[src/rtl/hv_rac_req_sched.sv]
// hv_rac_req_sched: round-robin scheduler for three requesters (SPI, OWT,
// periodic check engine) in front of the register access controller.
// One transaction is latched at a time and held until the matching RAC ack
// or a timeout. The ack and read data go back to the owning requester only.
//
// Handshake: a requester holds its level request (i_spi_*_req, i_owt_vld,
// i_chk_rd_req) until its one-cycle ack output pulses. On the RAC side,
// o_rac_*_req stays high with stable fields until a matching i_rac_wack or
// i_rac_rack arrives, or the timeout expires. Acks that arrive outside the
// access phase, or that do not match the request type, are ignored.
module hv_rac_req_sched #(
    parameter int REG_AW      = 7,
    parameter int REG_DW      = 8,
    parameter int REG_CRC_W   = 8,
    parameter int TIMEOUT_CYC = 16,
    parameter int TO_W        = 5
) (
    input  logic                 i_clk,
    input  logic                 i_rst_n,
    input  logic                 i_spi_wr_req,
    input  logic                 i_spi_rd_req,
    input  logic [REG_AW-1:0]    i_spi_addr,
    input  logic [REG_DW-1:0]    i_spi_wdata,
    input  logic [REG_CRC_W-1:0] i_spi_wcrc,
    output logic                 o_spi_wack,
    output logic                 o_spi_rack,
    output logic [REG_DW-1:0]    o_spi_rdata,
    input  logic                 i_owt_vld,
    input  logic [REG_AW-1:0]    i_owt_addr,
    input  logic [REG_DW-1:0]    i_owt_wdata,
    input  logic [REG_CRC_W-1:0] i_owt_wcrc,
    output logic                 o_owt_rdy,
    input  logic                 i_chk_rd_req,
    input  logic [REG_AW-1:0]    i_chk_addr,
    output logic                 o_chk_rack,
    output logic [REG_DW-1:0]    o_chk_rdata,
    output logic                 o_rac_wr_req,
    output logic                 o_rac_rd_req,
    output logic [REG_AW-1:0]    o_rac_addr,
    output logic [REG_DW-1:0]    o_rac_wdata,
    output logic [REG_CRC_W-1:0] o_rac_wcrc,
    input  logic                 i_rac_wack,
    input  logic                 i_rac_rack,
    input  logic [REG_DW-1:0]    i_rac_rdata,
    output logic                 o_busy,
    output logic                 o_to_pulse,
    output logic                 o_acc_err,
    input  logic                 i_err_clr
);

    localparam logic [1:0] OWN_NONE = 2'd0;
    localparam logic [1:0] OWN_SPI  = 2'd1;
    localparam logic [1:0] OWN_OWT  = 2'd2;
    localparam logic [1:0] OWN_CHK  = 2'd3;

    localparam logic [TO_W-1:0] TO_LAST = TO_W'(TIMEOUT_CYC - 1);

    typedef enum logic {ST_IDLE, ST_ACC} state_t;

    state_t               r_state;
    logic [1:0]           r_owner;
    logic [1:0]           r_rr_last;
    logic                 r_is_wr;
    logic [TO_W-1:0]      r_to_cnt;
    logic                 r_acc_err;

    logic                 w_spi_pend;
    logic                 w_owt_pend;
    logic                 w_chk_pend;
    logic [1:0]           w_win;
    logic                 w_win_wr;
    logic [REG_AW-1:0]    w_win_addr;
    logic [REG_DW-1:0]    w_win_wdata;
    logic [REG_CRC_W-1:0] w_win_wcrc;
    logic                 w_acc;
    logic                 w_match;
    logic                 w_timeout;
    logic                 w_done;
    logic                 w_own_spi;
    logic                 w_own_owt;
    logic                 w_own_chk;

    assign w_spi_pend = i_spi_wr_req | i_spi_rd_req;
    assign w_owt_pend = i_owt_vld;
    assign w_chk_pend = i_chk_rd_req;

    // Round-robin pick: search starts at the requester after the last winner.
    always_comb begin
        w_win = OWN_NONE;
        case (r_rr_last)
            OWN_SPI: begin
                if (w_owt_pend)      w_win = OWN_OWT;
                else if (w_chk_pend) w_win = OWN_CHK;
                else if (w_spi_pend) w_win = OWN_SPI;
            end
            OWN_OWT: begin
                if (w_chk_pend)      w_win = OWN_CHK;
                else if (w_spi_pend) w_win = OWN_SPI;
                else if (w_owt_pend) w_win = OWN_OWT;
            end
            default: begin
                if (w_spi_pend)      w_win = OWN_SPI;
                else if (w_owt_pend) w_win = OWN_OWT;
                else if (w_chk_pend) w_win = OWN_CHK;
            end
        endcase
    end

    // Fields of the winning requester; SPI with both requests high is a write,
    // and reads carry zero data and CRC.
    always_comb begin
        w_win_wr    = 1'b0;
        w_win_addr  = '0;
        w_win_wdata = '0;
        w_win_wcrc  = '0;
        case (w_win)
            OWN_SPI: begin
                w_win_wr   = i_spi_wr_req;
                w_win_addr = i_spi_addr;
                if (i_spi_wr_req) begin
                    w_win_wdata = i_spi_wdata;
                    w_win_wcrc  = i_spi_wcrc;
                end
            end
            OWN_OWT: begin
                w_win_wr    = 1'b1;
                w_win_addr  = i_owt_addr;
                w_win_wdata = i_owt_wdata;
                w_win_wcrc  = i_owt_wcrc;
            end
            OWN_CHK: begin
                w_win_addr = i_chk_addr;
            end
            default: ;
        endcase
    end

    assign w_acc     = (r_state == ST_ACC);
    assign w_match   = w_acc & (r_is_wr ? i_rac_wack : i_rac_rack);
    assign w_timeout = w_acc & ~w_match & (r_to_cnt == TO_LAST);
    assign w_done    = w_match | w_timeout;

    // Scheduler FSM: grant in IDLE, hold the RAC request in ACC until done.
    always_ff @(posedge i_clk or negedge i_rst_n) begin
        if (!i_rst_n) begin
            r_state      <= ST_IDLE;
            r_owner      <= OWN_NONE;
            r_rr_last    <= OWN_CHK;
            r_is_wr      <= 1'b0;
            r_to_cnt     <= '0;
            o_rac_wr_req <= 1'b0;
            o_rac_rd_req <= 1'b0;
            o_rac_addr   <= '0;
            o_rac_wdata  <= '0;
            o_rac_wcrc   <= '0;
        end else begin
            case (r_state)
                ST_IDLE: begin
                    if (w_win != OWN_NONE) begin
                        r_owner      <= w_win;
                        r_rr_last    <= w_win;
                        r_is_wr      <= w_win_wr;
                        r_to_cnt     <= '0;
                        o_rac_wr_req <= w_win_wr;
                        o_rac_rd_req <= ~w_win_wr;
                        o_rac_addr   <= w_win_addr;
                        o_rac_wdata  <= w_win_wdata;
                        o_rac_wcrc   <= w_win_wcrc;
                        r_state      <= ST_ACC;
                    end
                end
                ST_ACC: begin
                    if (w_done) begin
                        o_rac_wr_req <= 1'b0;
                        o_rac_rd_req <= 1'b0;
                        r_owner      <= OWN_NONE;
                        r_to_cnt     <= '0;
                        r_state      <= ST_IDLE;
                    end else begin
                        r_to_cnt <= r_to_cnt + TO_W'(1);
                    end
                end
                default: r_state <= ST_IDLE;
            endcase
        end
    end

    // Sticky access-error flag; a timeout in the same cycle beats a clear.
    always_ff @(posedge i_clk or negedge i_rst_n) begin
        if (!i_rst_n)       r_acc_err <= 1'b0;
        else if (w_timeout) r_acc_err <= 1'b1;
        else if (i_err_clr) r_acc_err <= 1'b0;
    end

    assign w_own_spi = w_acc & (r_owner == OWN_SPI);
    assign w_own_owt = w_acc & (r_owner == OWN_OWT);
    assign w_own_chk = w_acc & (r_owner == OWN_CHK);

    assign o_spi_wack  = w_own_spi & r_is_wr & w_done;
    assign o_spi_rack  = w_own_spi & ~r_is_wr & w_done;
    assign o_spi_rdata = (w_own_spi & ~r_is_wr & w_match) ? i_rac_rdata : '0;
    assign o_owt_rdy   = w_own_owt & w_done;
    assign o_chk_rack  = w_own_chk & w_done;
    assign o_chk_rdata = (w_own_chk & w_match) ? i_rac_rdata : '0;

    assign o_busy     = w_acc;
    assign o_to_pulse = w_timeout;
    assign o_acc_err  = r_acc_err | w_timeout;

endmodule

[config.mk]
export PLATFORM = sky130hd
export DESIGN_NAME = hv_rac_req_sched
export DESIGN_NICKNAME = d
export VERILOG_FILES = /design/src/rtl/hv_rac_req_sched.sv
export SDC_FILE = /design/constraint.sdc
export NUM_CORES = 1
export LEC_CHECK = 0
export BUFFER_PORTS_ARGS = -buffer_cell sky130_fd_sc_hd__buf_2
export CAP_MARGIN = 0
export CORE_ASPECT_RATIO = 1.25
export CORE_UTILIZATION = 34
export CTS_CLUSTER_DIAMETER = 80
export DETAILED_ROUTE_END_ITERATION = 8
export PLACE_DENSITY_LB_ADDON = 0.1
export SYNTH_ARGS = -nofsm -noshare
export SYNTH_HDL_FRONTEND = slang
export SYNTH_SLANG_ARGS = --single-unit
[constraint.sdc]
create_clock -name i_clk -period 4.2 [get_ports i_clk]
set_clock_uncertainty 0.15 [all_clocks]
set_input_delay 0.63 -clock i_clk [delete_from_list [all_inputs] [get_ports i_clk]]
set_output_delay 0.63 -clock i_clk [all_outputs]
set_load 0.02 [all_outputs]
==> impl_results.md, run 1 <==
- Antenna viol nets, final: 0
- PD cells: 731 mW/mm²
- Clock sinks: 37
- Most common cell after layout, fill and taps aside: buf_2
- Setup TNS Final: 0 ns
- HPWL after detailed placement: 4040 µm
- Clk_lat worst skew: 0.29 ns
- Min Hold Slack: ~0.28 ns
- Reg clk slew, reported paths: roughly 0.080 ns
- Synth cell types: 38
- TritonRoute pass-1 iters: 4
- TritonCTS clock tree: built
- Lkg Pwr: 1.57 nW
- Reg area: 928 µm²
- Critical path type: register to output pin
- Final setup fails: 0
- Number of diodes: 0
- Routed len/inst: approximately 14 µm
- GRT Total Usage: 18.2%
- Ports: 118
- Yosys reg bits: 37
- RSZ-0062 raised after global routing: false
- Root Buffer: clkbuf_8
- Initial antenna violation count: 0
- Commonest cells after routing, fill and taps aside: buf_2, dfrtp_1, and3_1
- Max stage delay on crit path: between 0.8 and 0.9 ns
- CTS Buffer Depth: 2
- Routed wire length: 5430 µm
- Core Util, Final: around 48%
- Max cap viols: 0
- Worst path cell trace: nand2_1 -> nor4b_1 -> and2_1 -> buf_2
- Grt total ovfl: 0
- Buffers inserted by post-CTS timing repair: 0
- Syn Inst Count: 199
- Largest net degree at the start of global routing: 38
- Nets@finish: 388
- Worst setup EP type: output pin
- Start point of the critical path: o_busy$_DFF_PN0_
- Vias in the first global route: 1967
- Hold Buf Count CTS: 0
- Area after DPL: 0.00269 mm²
- Crit path DAT: 2.23 ns
- Post-CTS sizing: 0
- Die Wd: around 72 µm
- Max Freq: 332 MHz
- Initial DRC count: 84
- Worst setup SP type: register
- I/O Buffers: 117
- Syn_nets: 273
- Max IR drop VDD: between 0.2 and 0.3 mV
- Post-synth EDFFs: 0
- Routed vias/inst: 5.28
- Sequential area share after synthesis: 44.8%
- Worst r2r src: r_rr_last[0]$_DFFE_PN1P_
- Ratio of cells with drive above 1 in the final layout: 44.1%
- Via count: roughly 2000
- DIE AREA: 0.00641 mm²
- Core area: 0.00582 mm²
- Slowest cell on the critical path: nor4b_1
- Ys async rst share: 100%
- Min-Delay Path Class: primary input to asynchronous set/reset pin
- Worst-path fanout max: 12
- Top_reg_cell synth: dfrtp_1
- H-tree depth: 2
- First-pass GRT wire length: 9000 µm
- Area of the multi-input gates: 0.00100 mm²
- DRC: 0
- Final worst path period share: a little under three quarters
- Power Total: 0.00203 W
- Outcome: finished, final reports clean
- Gpl congestion: between 0.7 and 0.8
- Fillers: between 500 and 600
- Post-Syn Area: ~0.0021 mm²
- Rows: 31
- Crit path time final: 3.01 ns
- Syn. warnings: 0
- Synth Area per Inst: 10.4 µm²
- Die boundary height: 89.3 µm
- Slew @ Worst Pin: 0.945 ns
- Starting Density: 35.6%
- TritonCTS buffer count: 5
- Design area: 0.00278 mm²
- Pins Over Slew Limit: 0
- CP required: 3.42 ns
- Final Hold Viols: 0
- Slew Limit Headroom: 36.1%
- Area Growth Syn to Fin: 34.4%
## cell families (layout without fill, tap and decap cells)
kind of cell | count (synthesis) | in the layout | synth area share [%]
muxes | 9 | 9 | 4.41
adders and majority gates | 4 | 4 | 2.42
buffers and inverters | 29 | 145 | 6.77
and+or+nand+nor | 65 | 65 | 17.7
DFF | 37 | 37 | 44.8
xor gates and xnor gates | 1 | 1 | 0.423
AOI/OAI and AO/OA | 54 | 54 | 23.4
## critical path: cells and delay by family (launching register included)
family | cells | cell delay [ns]
and+or+nand+nor | 3 | 1.21
DFF | 1 | 0.57
buffers and inverters | 1 | 0.16
## area by class of cell
| cell class | instances | share of cell area [%] |
|---|---|---|
| repair buffers | 121 | 22.1 |
| clock inverters | 1 | 0.270 |
| inverters | 16 | 2.16 |
| clock buffers | 7 | 3.10 |
| flip-flops and latches | 37 | 33.4 |
| multi-input cells | 133 | 36.0 |
| well taps | 66 | 2.97 |
## synthesized netlist by cell type (all sizes together) (2+ instances only)
cell type | number | area (µm²)
dfrtp | 35 | 876
and3 | 18 | 113
a221o | 16 | 160
and2 | 16 | 100
inv | 16 | 60.1
nor3 | 12 | 60.1
a221oi | 8 | 114
buf | 8 | 61.3
mux2i | 8 | 80.1
o21ai | 8 | 40.0
nand2 | 6 | 22.5
clkbuf | 5 | 18.8
a21oi | 4 | 20.0
ha | 4 | 50.1
nand3 | 4 | 20.0
a21o | 3 | 22.5
a32o | 3 | 30.0
nor2 | 3 | 11.3
a22o | 2 | 17.5
dfstp | 2 | 52.6
nor4 | 2 | 12.5
o22ai | 2 | 12.5
o32ai | 2 | 17.5
## power by group
group          internal, W  switching (W)
Combinational     0.000469       0.000702
Sequential        0.000507      0.0000966
Clock             0.000133       0.000126
## metrics by stage
| step | cells | setup slack, ns |
|---|---|---|
| final | 381 | 1.19 |
| after global routing | 381 | 0.965 |
| after CTS | 381 | 1.16 |
| after detailed placement | 373 | 1.36 |
| after global placement | 373 | 1.42 |
| after floorplan | 199 | 1.72 |
## per-layer routing
metal	vias up	GRT usage (%)	routed length, µm
li1	978	-	-
met1	924	20.8	2310
met2	102	33.3	2650
met3	6	3.95	413
met4	0	6.77	65
met5	-	0	0
## registers in the layout (all words and copies together) (netlist names)
name          count
o_rac_wcrc        8
o_rac_wdata       8
o_rac_addr        7
r_to_cnt          5
r_owner           2
r_rr_last         2
o_busy            1
o_rac_rd_req      1
o_rac_wr_req      1
r_acc_err         1
r_is_wr           1
## worst paths after layout
| check | slack [ns] | endpoint | cells after the start |
|---|---|---|---|
| max | 1.19 | o_spi_rdata[3] | 4 |
| max reg2reg | 1.38 | o_rac_wdata[7]$_DFFE_PN0P_ | 8 |
| min in group i_clk | 0.34 | o_rac_wr_req$_DFFE_PN0P_ | 1 |
| min reg2reg | 0.34 | o_rac_wr_req$_DFFE_PN0P_ | 1 |
| min | 0.28 | o_rac_addr[1]$_DFFE_PN0P_ | 1 |
| max in group asynchronous | 3.10 | o_rac_wcrc[5]$_DFFE_PN0P_ | 1 |
Note: power is estimated with default switching activity, not from simulation.
==> run 2, diff against run 1 <==
==> constraint.sdc (replaced) <==
create_clock -name i_clk -period 3 [get_ports i_clk]
set_clock_uncertainty 0.15 [all_clocks]
set_input_delay 0.45 -clock i_clk [delete_from_list [all_inputs] [get_ports i_clk]]
set_output_delay 0.45 -clock i_clk [all_outputs]
set_load 0.02 [all_outputs]
==> run 2 against run 1 <==
  * Critical path depth grew 2
  * Hold slack lost 0.19 ns
  * Utilization rose by 0.71 points
  * Register-to-register slack lost 1.0 ns
  * Via count up 0.15%
  * Largest cell class unchanged
  * Highest routed layer unchanged
==> impl_results.md, run 2 (synthesis gave the netlist of run 1 again) <==
- Outcome: finished, final reports clean
- GRT Total Usage: 17.2% (-0.98 points)
- HPWL after detailed placement: 4050 µm (+0.43%)
- CTS Buffer Depth: 2 (unchanged)
- Buffers inserted by post-CTS timing repair: 0 (unchanged)
- Most common cell after layout, fill and taps aside: buf_2
- Initial antenna violation count: 0 (unchanged)
- Max IR drop VDD: 0.537 mV (+84%)
- Worst-path fanout max: 5 (-7)
- Via count: 2013 (+0.15%)
- Slew Limit Headroom: 44.1% (+8.0 points)
- Root Buffer: clkbuf_8
- Reg clk slew, reported paths: 0.08 ns (about the same)
- RSZ-0062 raised after global routing: false
- Routed wire length: 5530 µm (+1.9%)
- R2R setup slack: 0.35 ns (-1.03 ns)
- Setup TNS Final: 0 ns (unchanged)
- DRC: 0 (unchanged)
- Worst setup SP type: register
- Largest net degree at the start of global routing: 38 (unchanged)
- Pins Over Slew Limit: 0 (unchanged)
- PD cells: 1050 mW/mm² (+43%)
- Core area: 0.00582 mm² (unchanged)
- Routed len/inst: 14.4 µm (+1.1%)
- Final worst path period share: 88.9%
- Worst r2r src: r_rr_last[0]$_DFFE_PN1P_
- Min-Delay Path Class: primary input to asynchronous set/reset pin
- Power Total: 0.00295 W (+45%)
- H-tree depth: 2 (unchanged)
- TritonRoute pass-1 iters: 4 (unchanged)
- Crit path DAT: 2.07 ns (-0.16 ns)
- Gpl congestion: 0.782 (-0.27%)
- Nets@finish: 391 (+0.77%)
- Worst setup EP type: output pin
- Max Freq: 375 MHz
- Start point of the critical path: r_to_cnt[0]$_DFFE_PN0P_
- Pre-CTS WS: 0.352 ns (-1.01 ns)
- Reg-to-Reg End: o_rac_rd_req$_DFFE_PN0P_
- Ports: 118 (unchanged)
- Grt total ovfl: 0 (unchanged)
- Min Hold Slack: 0.0975 ns (-0.186 ns)
- Slew @ Worst Pin: 0.838 ns (-0.107 ns)
- Antenna viol nets, final: 0 (unchanged)
- Largest regs: o_rac_wcrc (8), o_rac_wdata (8), o_rac_addr (7)
- Area Growth Syn to Fin: 36.4%
- Crit path time final: 2.67 ns
- Die Wd: 71.8 µm (unchanged)
- Hold Buf Count CTS: 0 (unchanged)
- Critical path type: register to output pin
- Final setup fails: 0 (unchanged)
- Post-route setup slack: 0.332 ns (-0.858 ns)
- Clock sinks: 37 (unchanged)
- Die boundary height: 89.3 µm (unchanged)
- Lkg Pwr: 1.60 nW (+1.9%)
- Initial DRC count: 106 (+26%)
- TritonCTS clock tree: built
- Clk_lat worst skew: 0.29 ns (about the same)
- I/O Buffers: 117 (unchanged)
- Number of diodes: 0 (unchanged)
- Ratio of cells with drive above 1 in the final layout: 45.0% (+0.84 points)
- R2R depth: 7 (-1)
- TritonCTS buffer count: 5 (unchanged)
- Routed vias/inst: 5.24 (-0.63%)
- CP required: 2.40 ns (-1.02 ns)
- Post-CTS sizing: 0 (unchanged)
- Starting Density: 35.6% (unchanged)
- Rows: 31 (unchanged)
- Final Hold Viols: 0 (unchanged)
- Vias in the first global route: 1824 (-7.3%)
- Max cap viols: 0 (unchanged)
- Core Util, Final: 48.5% (+0.71 points)
- DIE AREA: 0.00641 mm² (unchanged)
- First-pass GRT wire length: 8370 µm (-7.0%)
- Commonest cells after routing, fill and taps aside: buf_2, dfrtp_1, and3_1
## run 2: metrics by stage
step / std cells / instance area, µm²
after floorplan: 199 / 2070
after global placement: 376 / 2710
after detailed placement: 376 / 2710
after CTS: 384 / 2820
after global routing: 384 / 2820
final: 384 / 2820
## run 2: area by class of cell
class / instances / area [µm²]
fillers: 556 / 2990
inverters: 16 / 60.1
multi-input cells: 133 / 1000
clock buffers: 5 / 68.8
well taps: 66 / 82.6
clock inverters: 3 / 43.8
flip-flops and latches: 37 / 928
repair buffers: 124 / 638
## run 2: power breakdown
part,leakage [nW],total [W],internal [W],switching (W)
Combinational,1.08,0.00166,0.000677,0.000985
Clock,0.0585,0.000444,0.000249,0.000194
Sequential,0.462,0.000846,0.000710,0.000137
Total,1.60,0.00295,0.00164,0.00132
## run 2: layer usage
| layer | vias to the layer above | share of wire [%] | track usage, % |
|---|---|---|---|
| met5 | - | 0 | 0 |
| met3 | 5 | 7.9 | 4.62 |
| met2 | 99 | 49 | 32.4 |
| met1 | 927 | 42 | 18.7 |
| li1 | 982 | - | - |
| met4 | 0 | 1.2 | 5.53 |
## run 2: how the worst max path moves through the flow
stage / to / slack, ns / cells after the start
after floorplan: o_rac_wcrc[4]$_DFFE_PN0P_ / 0.62 / 8
after global placement: o_rac_rd_req$_DFFE_PN0P_ / 0.38 / 7
after detailed placement: o_rac_rd_req$_DFFE_PN0P_ / 0.35 / 7
after CTS: o_chk_rack / 0.32 / 6
after global routing: o_rac_rd_req$_DFFE_PN0P_ / 0.18 / 7
final: o_chk_rack / 0.33 / 6
## run 2: worst max-delay path, cell delays in order (launching register included)
cell and delay [ns]:
dfrtp_1 0.41, ha_1 0.24, and3_1 0.19, ha_1 0.22, o21ai_0 0.43, nor3_1 0.11
buf_2 0.18
==> run 3, diff against run 2 <==
--- a/config.mk
+++ b/config.mk
@@ -5,12 +5,12 @@
 export SDC_FILE = /design/constraint.sdc
 export NUM_CORES = 1
 export LEC_CHECK = 0
-export BUFFER_PORTS_ARGS = -buffer_cell sky130_fd_sc_hd__buf_2
 export CAP_MARGIN = 0
 export CORE_ASPECT_RATIO = 1.25
 export CORE_UTILIZATION = 34
 export CTS_CLUSTER_DIAMETER = 80
 export DETAILED_ROUTE_END_ITERATION = 8
+export DONT_BUFFER_PORTS = 1
 export PLACE_DENSITY_LB_ADDON = 0.1
 export SYNTH_ARGS = -nofsm -noshare
 export SYNTH_HDL_FRONTEND = slang
==> run 3 against run 2 <==
  * Critical endpoint unchanged
  * Final cell count decreased by 29%
  * Highest routed layer unchanged
  * First-iteration DRC count decreased by 25%
  * Critical path type unchanged
  * Sequential power increased by 24%
  * Combinational power decreased by 23%
  * Non-clock buffer count decreased by 112
==> impl_results.md, run 3 (synthesis gave the netlist of run 1 again) <==
- Max IR drop VDD: 0.470 mV (-12%)
- Lkg Pwr: 1.11 nW (-31%)
- H-tree depth: 2 (unchanged)
- Min-Delay Path Class: primary input to register
- Share of total power in the clock network: 12.4% (-2.6 points)
- Largest net degree at the start of global routing: 38 (unchanged)
- Die boundary height: 89.3 µm (unchanged)
- Pre-CTS WS: 0.329 ns (-0.0231 ns)
- Slowest cell on the critical path: o21ai_0
- DIE AREA: 0.00641 mm² (unchanged)
- Hold path cells: 1
- Max Freq: 373 MHz (-0.55%)
- Critical path type: register to output pin
- GRT Total Usage: 16.5% (-0.70 points)
- Comb power frac: 48.1% (-8.2 points)
- PD cells: 1180 mW/mm² (+13%)
- Routed vias/inst: 6.06 (+16%)
- Outcome: finished, final reports clean
- Antenna viol nets, final: 0 (unchanged)
- Via count: 1649 (-18%)
- Internal power: 0.00142 W (-13%)
- Largest regs: o_rac_wcrc (8), o_rac_wdata (8), o_rac_addr (7)
- Area Growth Syn to Fin: 9.18%
- CP required: 2.40 ns (about the same)
- Final Non-Filler Cells: 272 (-29%)
- Commonest cells after routing, fill and taps aside: dfrtp_1, and3_1, inv_1, and2_1, a221o_1
- Slew Limit Headroom: 57.1% (+13 points)
- Slew @ Worst Pin: 0.644 ns (-0.194 ns)
- Design area: 0.00226 mm² (-20%)
- Setup TNS Final: 0 ns (unchanged)
- Initial antenna violation count: 0 (unchanged)
- Most common cell after layout, fill and taps aside: dfrtp_1
- Pins Over Slew Limit: 0 (unchanged)
- Core area: 0.00582 mm² (unchanged)
- Routed len/inst: 19.3 µm (+34%)
- CTS Buffer Depth: 2 (unchanged)
- Crit path time final: 2.68 ns (+0.0149 ns)
- RSZ-0062 raised after global routing: false
- Crit path DAT: 2.08 ns (about the same)
- Number of diodes: 0 (unchanged)
- Post-CTS sizing: 0 (unchanged)
- Reg clk slew, reported paths: 0.07 ns (about the same)
- Final setup fails: 0 (unchanged)
- TritonCTS buffer count: 5 (unchanged)
- Ports: 118 (unchanged)
- Clk_lat worst skew: 0.28 ns (about the same)
- Clock sinks: 37 (unchanged)
- Root Buffer: clkbuf_8
- First-pass GRT wire length: 8000 µm (-4.4%)
- TritonRoute pass-1 iters: 4 (unchanged)
- Vias in the first global route: 1720 (-5.7%)
- Max cap viols: 0 (unchanged)
- Grt total ovfl: 0 (unchanged)
- R2R depth: 6 (-1)
- Max stage delay on crit path: 0.45 ns (+0.02 ns)
- Rows: 31 (unchanged)
- Ratio of cells with drive above 1 in the final layout: 14.1% (-31 points)
- Final worst path period share: 89.4% (+0.50 points)
- Worst setup EP type: output pin
- Area after DPL: 0.00215 mm² (-21%)
- TritonCTS clock tree: built
- Crit path top cell by count: ha_1
- Die Wd: 71.8 µm (unchanged)
- Switching Fraction: 47.0% (+2.4 points)
- I/O Buffers: 0 (-100%)
- Initial DRC count: 80 (-25%)
- Switching power total: 0.00125 W (-4.8%)
- Post-route setup slack: 0.317 ns (-0.0149 ns)
- Flop pwr share: 39.5% (+11 points)
- Dpl cells: 262 (-30%)
- Worst setup SP type: register
- Nets@finish: 279 (-29%)
- Worst-path fanout max: 5 (unchanged)
- HPWL after detailed placement: 3870 µm (-4.5%)
- Starting Density: 35.6% (unchanged)
- Final Hold Viols: 0 (unchanged)
- Worst path cell trace: ha_1 -> and3_1 -> ha_1 -> o21ai_0 -> nor3_1 -> buf_4
- Core Util, Final: 38.9% (-9.7 points)
- Routed wire length: 5240 µm (-5.3%)
- DRC: 0 (unchanged)
- Gpl congestion: 0.774 (-1.0%)
-- run 3: cell type report --
type | count | area (µm²)
fillers | 561 | 3560
inverters | 16 | 60.1
clock inverters | 2 | 10.0
well taps | 66 | 82.6
flip-flops and latches | 37 | 928
repair buffers | 12 | 105
clock buffers | 6 | 72.6
multi-input cells | 133 | 1000
-- run 3: path summary, 6_finish.rpt --
path / startpoint / to / slack, ns
setup / recovery: r_to_cnt[0]$_DFFE_PN0P_ / o_chk_rack / 0.32
max in group asynchronous: i_rst_n / r_rr_last[1]$_DFFE_PN1P_ / 1.97
hold / removal: i_err_clr / r_acc_err$_DFFE_PN0P_ / 0.11
hold reg to reg: r_to_cnt[2]$_DFFE_PN0P_ / r_to_cnt[2]$_DFFE_PN0P_ / 0.36
min in group asynchronous: i_rst_n / o_rac_addr[4]$_DFFE_PN0P_ / 0.48
setup reg to reg: r_rr_last[0]$_DFFE_PN1P_ / o_rac_wdata[3]$_DFFE_PN0P_ / 0.34
-- run 3: routing by layer --
metal	track usage [%]	up-vias	wire, µm
met5	0	-	0
met4	7.31	0	92
met3	5.07	9	426
met2	30.6	96	2680
met1	17.1	786	2040
li1	-	758	-
-- run 3: power by group through the flow --
stage               Sequential, W  Combinational, W  Clock [W]
finish                    0.00105           0.00128   0.000330
global route              0.00108           0.00143   0.000370
CTS                       0.00106           0.00130   0.000348
detailed placement        0.00106           0.00129          0
global placement          0.00106           0.00123          0
floorplan                0.000999           0.00110          0
-- run 3: through the flow --
stage	total power, W	hold WS (ns)
after floorplan	0.00210	0.00441
after global placement	0.00229	0.00523
after detailed placement	0.00235	0.00536
after CTS	0.00270	0.104
after global routing	0.00288	0.0966
final	0.00267	0.111
-- run 3: what timing repair did --
action / 4_1_cts / 5_1_grt
hold buffers: 2 / 0
endpoints found under the hold margin: 37 / 0
buffers inserted: 0 / 0
setup endpoints to repair: 0 / 0
-- run 3: worst max-delay path, delay by kind of cell (launching register included) --
family	cells	cell delay, ns
DFF	1	0.41
buffers and inverters	1	0.18
AOI/OAI and AO/OA	1	0.45
adders and majority gates	2	0.46
and+or+nand+nor	2	0.31
